**config.mk**
```make
export PLATFORM = sky130hd
export DESIGN_NAME = conv3x3_window_mac
export DESIGN_NICKNAME = d
export VERILOG_FILES = /design/src/rtl/conv_pkg.sv /design/src/rtl/conv3x3_adder_tree.sv /design/src/rtl/conv3x3_window_mac.sv
export SDC_FILE = /design/constraint.sdc
export NUM_CORES = 2
export LEC_CHECK = 0
export BUFFER_PORTS_ARGS = -buffer_cell sky130_fd_sc_hd__clkbuf_2
export CAP_MARGIN = 20
export CORE_UTILIZATION = 62
export DETAILED_ROUTE_END_ITERATION = 16
export GPL_ROUTABILITY_DRIVEN = 0
export HOLD_SLACK_MARGIN = 0.02
export PLACE_DENSITY = 0.81
export SYNTH_ARGS = -nofsm -noshare
export SYNTH_HDL_FRONTEND = slang
export SYNTH_SLANG_ARGS = --single-unit
```
**constraint.sdc**
```tcl
create_clock -name clk -period 7 [get_ports clk]
set_input_delay 0.7 -clock clk [delete_from_list [all_inputs] [get_ports clk]]
set_output_delay 0.7 -clock clk [all_outputs]
set_load 0.01 [all_outputs]
```
**src/rtl/conv_pkg.sv**
```systemverilog
// conv_pkg: shared widths and the round/shift/saturate helper for the 3x3 conv MAC.
package conv_pkg;
    localparam int DATA_W = 8;
    localparam int PROD_W = 16;
    localparam int SUM_W  = 20;
    localparam int ACC_W  = 21;
    localparam int BIAS_W = 16;
    localparam int NTAPS  = 9;
    localparam logic signed [ACC_W:0] SAT_HI = 127;
    localparam logic signed [ACC_W:0] SAT_LO = -128;

    // One extra bit so the half-up rounding constant can never overflow the accumulator
    function automatic logic signed [DATA_W-1:0] sat8(input logic signed [ACC_W-1:0] acc, input logic [3:0] sh);
        logic [ACC_W:0] half;
        logic signed [ACC_W:0] r;
        half = (ACC_W + 1)'(1) << sh;
        half = half >> 1;
        r = {acc[ACC_W-1], acc} + $signed(half);
        r = r >>> sh;
        return r > SAT_HI ? 8'sd127 : r < SAT_LO ? -8'sd128 : r[DATA_W-1:0];
    endfunction
endpackage

```
**src/rtl/conv3x3_adder_tree.sv**
```systemverilog
// conv3x3_adder_tree: sums nine signed products into a registered 20-bit sum.
module conv3x3_adder_tree
    import conv_pkg::*;
(
    input  logic                     clk,
    input  logic                     rst_n,
    input  logic                     in_valid,
    input  logic signed [PROD_W-1:0] prod [NTAPS],
    output logic signed [SUM_W-1:0]  sum,
    output logic                     out_valid
);
    logic signed [SUM_W-1:0] s;

    always_comb begin
        s = '0;
        for (int i = 0; i < NTAPS; i++) s = s + SUM_W'(prod[i]);
    end

    always_ff @(posedge clk or negedge rst_n) begin
        if (!rst_n) begin
            sum       <= '0;
            out_valid <= 1'b0;
        end else begin
            out_valid <= in_valid;
            if (in_valid) sum <= s;
        end
    end
endmodule

```
**src/rtl/conv3x3_window_mac.sv**
```systemverilog
// conv3x3_window_mac: 3x3 window MAC with bias, requantisation and frame tracking.
// Optional CONV_RELU_EN clamps negative outputs to zero.
module conv3x3_window_mac #(
    parameter int SHIFT  = 4,
    parameter int DATA_W = 8
) (
    input  logic                               clk,
    input  logic                               rst_n,
    input  logic                               w_load,
    input  logic signed [DATA_W-1:0]           w_data,
    input  logic signed [conv_pkg::BIAS_W-1:0] bias,
    input  logic [7:0]                         img_width,
    input  logic [7:0]                         img_height,
    input  logic                               win_valid,
    input  logic signed [DATA_W-1:0]           win0,
    input  logic signed [DATA_W-1:0]           win1,
    input  logic signed [DATA_W-1:0]           win2,
    input  logic signed [DATA_W-1:0]           win3,
    input  logic signed [DATA_W-1:0]           win4,
    input  logic signed [DATA_W-1:0]           win5,
    input  logic signed [DATA_W-1:0]           win6,
    input  logic signed [DATA_W-1:0]           win7,
    input  logic signed [DATA_W-1:0]           win8,
    output logic                               weights_rdy,
    output logic                               pix_valid,
    output logic signed [DATA_W-1:0]           pix_out,
    output logic                               frame_done
);
    import conv_pkg::*;

    logic signed [DATA_W-1:0] w [NTAPS];
    logic signed [DATA_W-1:0] win [NTAPS];
    logic signed [PROD_W-1:0] prod [NTAPS];
    logic signed [SUM_W-1:0]  sum;
    logic signed [BIAS_W-1:0] bias_r;
    logic signed [ACC_W-1:0]  acc;
    logic signed [DATA_W-1:0] sat, q;
    logic [3:0] w_idx;
    logic [7:0] col, row;
    logic fire, v1, v2, last;

    assign win  = '{win0, win1, win2, win3, win4, win5, win6, win7, win8};
    // Windows arriving while the taps are incomplete or being rewritten are discarded
    assign fire = win_valid && weights_rdy && !w_load;
    assign acc  = ACC_W'(sum) + ACC_W'(bias_r);
    assign sat  = sat8(acc, 4'(SHIFT));
`ifdef CONV_RELU_EN
    assign q = sat[DATA_W-1] ? '0 : sat;
`else
    assign q = sat;
`endif
    assign last = col == img_width - 8'd1 && row == img_height - 8'd1;

    always_ff @(posedge clk or negedge rst_n) begin
        if (!rst_n) begin
            for (int i = 0; i < NTAPS; i++) w[i] <= '0;
            w_idx       <= '0;
            weights_rdy <= 1'b0;
        end else if (w_load) begin
            w[w_idx]    <= w_data;
            w_idx       <= w_idx == 4'd8 ? 4'd0 : w_idx + 4'd1;
            weights_rdy <= w_idx == 4'd8 ? 1'b1 : w_idx == 4'd0 ? 1'b0 : weights_rdy;
        end
    end

    always_ff @(posedge clk or negedge rst_n) begin
        if (!rst_n) begin
            for (int i = 0; i < NTAPS; i++) prod[i] <= '0;
            v1     <= 1'b0;
            bias_r <= '0;
        end else begin
            v1     <= fire;
            bias_r <= bias;
            if (fire) for (int i = 0; i < NTAPS; i++) prod[i] <= w[i] * win[i];
        end
    end

    conv3x3_adder_tree u_tree (
        .clk       (clk),
        .rst_n     (rst_n),
        .in_valid  (v1),
        .prod      (prod),
        .sum       (sum),
        .out_valid (v2)
    );

    always_ff @(posedge clk or negedge rst_n) begin
        if (!rst_n) begin
            pix_valid  <= 1'b0;
            pix_out    <= '0;
            frame_done <= 1'b0;
            col        <= '0;
            row        <= '0;
        end else begin
            pix_valid  <= v2;
            frame_done <= v2 && last;
            if (v2) begin
                pix_out <= q;
                col     <= col == img_width - 8'd1 ? 8'd0 : col + 8'd1;
                if (col == img_width - 8'd1) row <= row == img_height - 8'd1 ? 8'd0 : row + 8'd1;
            end
        end
    end
endmodule

```
Word level (Yosys, flattened, before mapping)

Index checks and enable logic that the tools add are counted.
W data, S select, Z words.

Input bits: 116
Bits in registers: 285
Output and inout port bits: 11
Logic and storage cells: 81

Multiplexer cells: 10
Reduce and logical (&&, ||, !) cells: 10
Equality and inequality tests: 3
$add $sub $neg: 15
Bitwise logic cells: 1
Multiply operators: 9
$lt $le $gt $ge: 4

Operators by type and width:

| kind                    | count |
|---|---|
| $mul A8 B8 Y16          | 9 |
| $add A20 B16 Y20        | 6 |
| $bwmux W72              | 1 |
| $mux W8                 | 5 |
| $demux W8 S4            | 1 |
| $add A21 B5 Y22 const B | 1 |
| $add A20 B16 Y21        | 1 |
| $add A17 B16 Y18        | 1 |
| $gt A18 B8 Y1 const B   | 1 |
| $lt A18 B8 Y1 const B   | 1 |
| $add A16 B16 Y17        | 1 |
| $add A8 B1 Y8 const B   | 2 |
| $eq A8 B8 Y1            | 2 |
| $sub A8 B1 Y8 const B   | 2 |
| $ge A5 B5 Y1 const B    | 1 |
| $logic_and A1 B1 Y1     | 5 |
| $lt A5 B1 Y1 const B    | 1 |
| $not A4 Y5              | 1 |
| $add A4 B1 Y4 const B   | 1 |
| $eq A4 B4 Y1 const B    | 1 |
| $logic_not A4 Y1        | 1 |
| $mux W4                 | 1 |
| $reduce_and A2 Y1       | 2 |
| $mux W1                 | 2 |
| other kinds (2)         | 2 |

Longest topological paths before layout

Depth in word-level cells: 8
Depth in mapped cells: 25
Gate-level depth less buffers: 25

Modules after synthesis

Synthesis repeated with hierarchy kept, for this count alone.

Cells, all modules: 3991
Area total of the unflattened synthesis: 38109.0 um^2

Modules (own cells, without submodules):

| module             | area an instance (um^2) | times used | cells an instance | seq. area each (um^2) |
|---|---|---|---|---|
| conv3x3_window_mac | 33430.8                 | 1          | 3523              | 6606.3 |
| conv3x3_adder_tree | 4678.2                  | 1          | 468               | 525.5 |

Worst setup path after synthesis

No wires, ideal clock.

Kind: register to register
Start point: register prod[97] (netlist bit)
End point: register u_tree.sum[19]
Arrival: 5426 ps
Path buffers: 0
Cell stages (with the launch flop): 26
Clock period less this slack: 5562 ps
Library setup time: 136 ps
Data required time: 6864 ps
Slack: 1438 ps
Cells stage by stage: dfrtp_1 > inv_1 > fa_1 > inv_1 > ha_1 > fa_1 > a21o_1 > a21oi_1 > o21bai_1 > a21oi_1 > o21bai_1 > a21o_1 > a41oi_1 > nand2b_1 > a21oi_1 > xor2_1 > fa_1 > inv_1 > ha_1 > or3_1 > a211oi_1 > nor3_1 > a2111oi_0 > a22oi_1 > xnor2_1 > mux2i_1

Longest elaborated chain between the ends: 7

RTL lines:

| item                           | RTL line                 | source |
|---|---|---|
| from (decl)                    | conv3x3_window_mac.sv:33 | `logic signed [PROD_W-1:0] prod [NTAPS];` |
| $add A17 B16 Y18               | conv3x3_adder_tree.sv:16 | `for (int i = 0; i < NTAPS; i++) s = s + SUM_W'(prod[i]);` |
| $add A20 B16 Y20 (6 in series) | conv3x3_adder_tree.sv:16 |  |
| to (signal assigned)           | conv3x3_adder_tree.sv:25 | `if (in_valid) sum <= s;` |
| to (decl)                      | conv3x3_adder_tree.sv:9  | `output logic signed [SUM_W-1:0] sum,` |

Every way passes these cells.
A chain may end at the register's enable or synchronous reset.

Worst setup path in the final report

Ends and elaborated chain as after synthesis.

==> reports/qor.csv <==
metric,value,unit
syn-cell-area,37200,sq um
setup_viol,0,
cts_hold_buf,0,
htreeDepth,2,
grt_use_total,29.2,%
status,"complete, but fails checks",
syn_inst,3870,
start_util,62.9,%
max-slew-margin-rel,28.3,%
ys_seq_area_share,19.2,%
fmax,161,MHz
die_x,247,um
first_iter_violations,1715,
clk_pin_slew,0.07,ns
root_buffer,clkbuf_16,
final_cell_mix,"inv_1 (867), fa_1 (595), nand2_1 (419)",
slew_violations,0,
totalWireLength,82400,um
syn-num-nets,4925,
cap_violations,0,
first_global_vias,28200,
cts_resized,0,
worst_ep_arrival_time,6.59,ns
cp-end-kind,flop,
synth-edff-count,0,
port_buffers,126,
slowest_stage,a2111oi_0,
violations,design-rule violations,
detail-route-antenna-nets,0,
cts_setup_buffers,0,
synth_flop_cell,dfrtp_1,
tightest_slew,1.08,ns
critical_path_required,7.39,ns
dieArea,61000,sq um
die_h,247,um
cpPeakStageDelay,0.68,ns
post-route-period-util,88.7,%
cts.sinks,285,
fin_nets,5054,
async_reset_ff_share,100,%
cts_made_buffers,34,
dp_hpwl,65400,um
routedWlPerCell,17.2,um
pre_cts_slack,0.806,ns
gr-total-overflow,0,
antenna_found_initial,4,
critPathMaxFanout,4,
clock_tree.buffer_depth,3,
fin_worst_skew,0.0160,ns
final_layout_size_suffix_gt1_share,7.45,%
finalHoldViolCount,0,
core_area,59100,sq um
final_common_cell,inv_1,
area_delta_synth_final,7.30,%
grt_max_degree,128,
grt_pass1_wl,141000,um
path_delay_family,compound AO/OA/AOI/OAI gates,
crit_buf_inv,3,
setup_ws,0.794,ns
rsz0062_at_grt,false,
antennaDiodeCount,0,
syn-mean-instance-area,9.61,sq um
drc_errors,30,
path_class,flop to flop,
design_area,39900,sq um
clk_latency,0.55,ns
dr_total_vias,26200,
yosys_warnings,0,
synth_seq_cells,285,
critPathLaunchType,flop,
row_count,89,
synth_cell_types,65,
fin_setup_tns,0,ns
cts_tree,done,
placed_area,38700,sq um
detail_route.first_pass.iterations,12,
period_needed,6.21,ns
min_path_type,input pin to async pin,
via_per_inst,5.46,
io_pins,127,
Yosys cell counts (53+ instances only):
library cell / number / area (sq um)
and2_1: 340 / 2130
nor2_1: 103 / 387
ha_1: 344 / 4300
dfrtp_1: 285 / 7130
a21oi_1: 77 / 385
o21ai_0: 172 / 861
mux2_2: 89 / 1000
xnor2_1: 133 / 1160
xor2_1: 53 / 464
inv_1: 868 / 3260
nand2_1: 419 / 1570
fa_1: 595 / 11900
per-stage QoR:
step / util, % / hold slack [ns] / instances
detailed placement: 65.5 / 0.468 / 4735
floorplan: - / 0.390 / 3870
global placement: 65.5 / 0.463 / 4735
CTS: 67.5 / 0.237 / 4797
global route: 67.5 / 0.250 / 4798
finish: 67.5 / 0.227 / 4798
path summary, 6_finish.rpt:
check | startpoint | endpoint | slack [ns] | depth (start not counted)
worst max-delay path | prod[97] | u_tree.sum[19] | 0.79 | 25
min in group clk | bias[4] | bias_r[4] | 0.26 | 1
worst max register to register | prod[97] | u_tree.sum[19] | 0.79 | 25
worst min register to register | prod[26] | prod[26] | 0.48 | 2
max in group asynchronous | rst_n | prod[10] | 5.18 | 2
worst min-delay path | rst_n | w[5] | 0.23 | 1
final cells by class:
class                           count  area (sq um)
Tap cell                          773           967
Multi-Input combinational cell   2673         26600
Fill cell                        4522         19200
Clock buffer                       51          1060
Timing Repair Buffer              137           723
Inverter                          868          3260
Sequential cell                   285          7130
Clock inverter                     11           136
sequential cells by signal, indices dropped and copies added (netlist names):
name	count
prod	144
pix_valid	1
v1	1
bias_r	16
pix_out	8
w	72
weights_rdy	1
u_tree.out_valid	1
u_tree.sum	20
frame_done	1
w_idx	4
col	8
row	8
layer usage:
metal | share of wire, % | global-route usage (%) | routed length [um]
met1 | 42 | 40.2 | 34900
met3 | 7.0 | 4.32 | 5790
met4 | 3.4 | 9.93 | 2780
met2 | 47 | 47.5 | 38900
met5 | 0 | 0 | 0
worst reg2reg max path: cells and delay by family, from the launching register on:
family	cells	cell delay (ns)
buffers and inverters	3	0.15
multiplexers	1	0.10
XOR/XNOR	2	0.32
flip-flops	1	0.32
adder cells (fa/ha/maj)	5	1.92
AO/OA/AOI/OAI	11	2.72
AND/OR/NAND/NOR	3	0.52
kinds of logic (layout without fill, tap and decap cells):
| logic type | count (synthesis) | in the layout | share of synthesized area [%] |
|---|---|---|---|
| adders and majority gates | 939 | 939 | 43.6 |
| AOI/OAI and AO/OA | 419 | 419 | 7.05 |
| DFF | 285 | 285 | 19.2 |
| and+or+nand+nor | 1038 | 1038 | 13.9 |
| buffers and inverters | 912 | 1067 | 9.22 |
| muxes | 91 | 91 | 2.75 |
| xor gates and xnor gates | 186 | 186 | 4.38 |
Power is left out: the tool's default activity adds up to more than one toggle a clock period on the data nets, which glitch-free logic cannot reach.
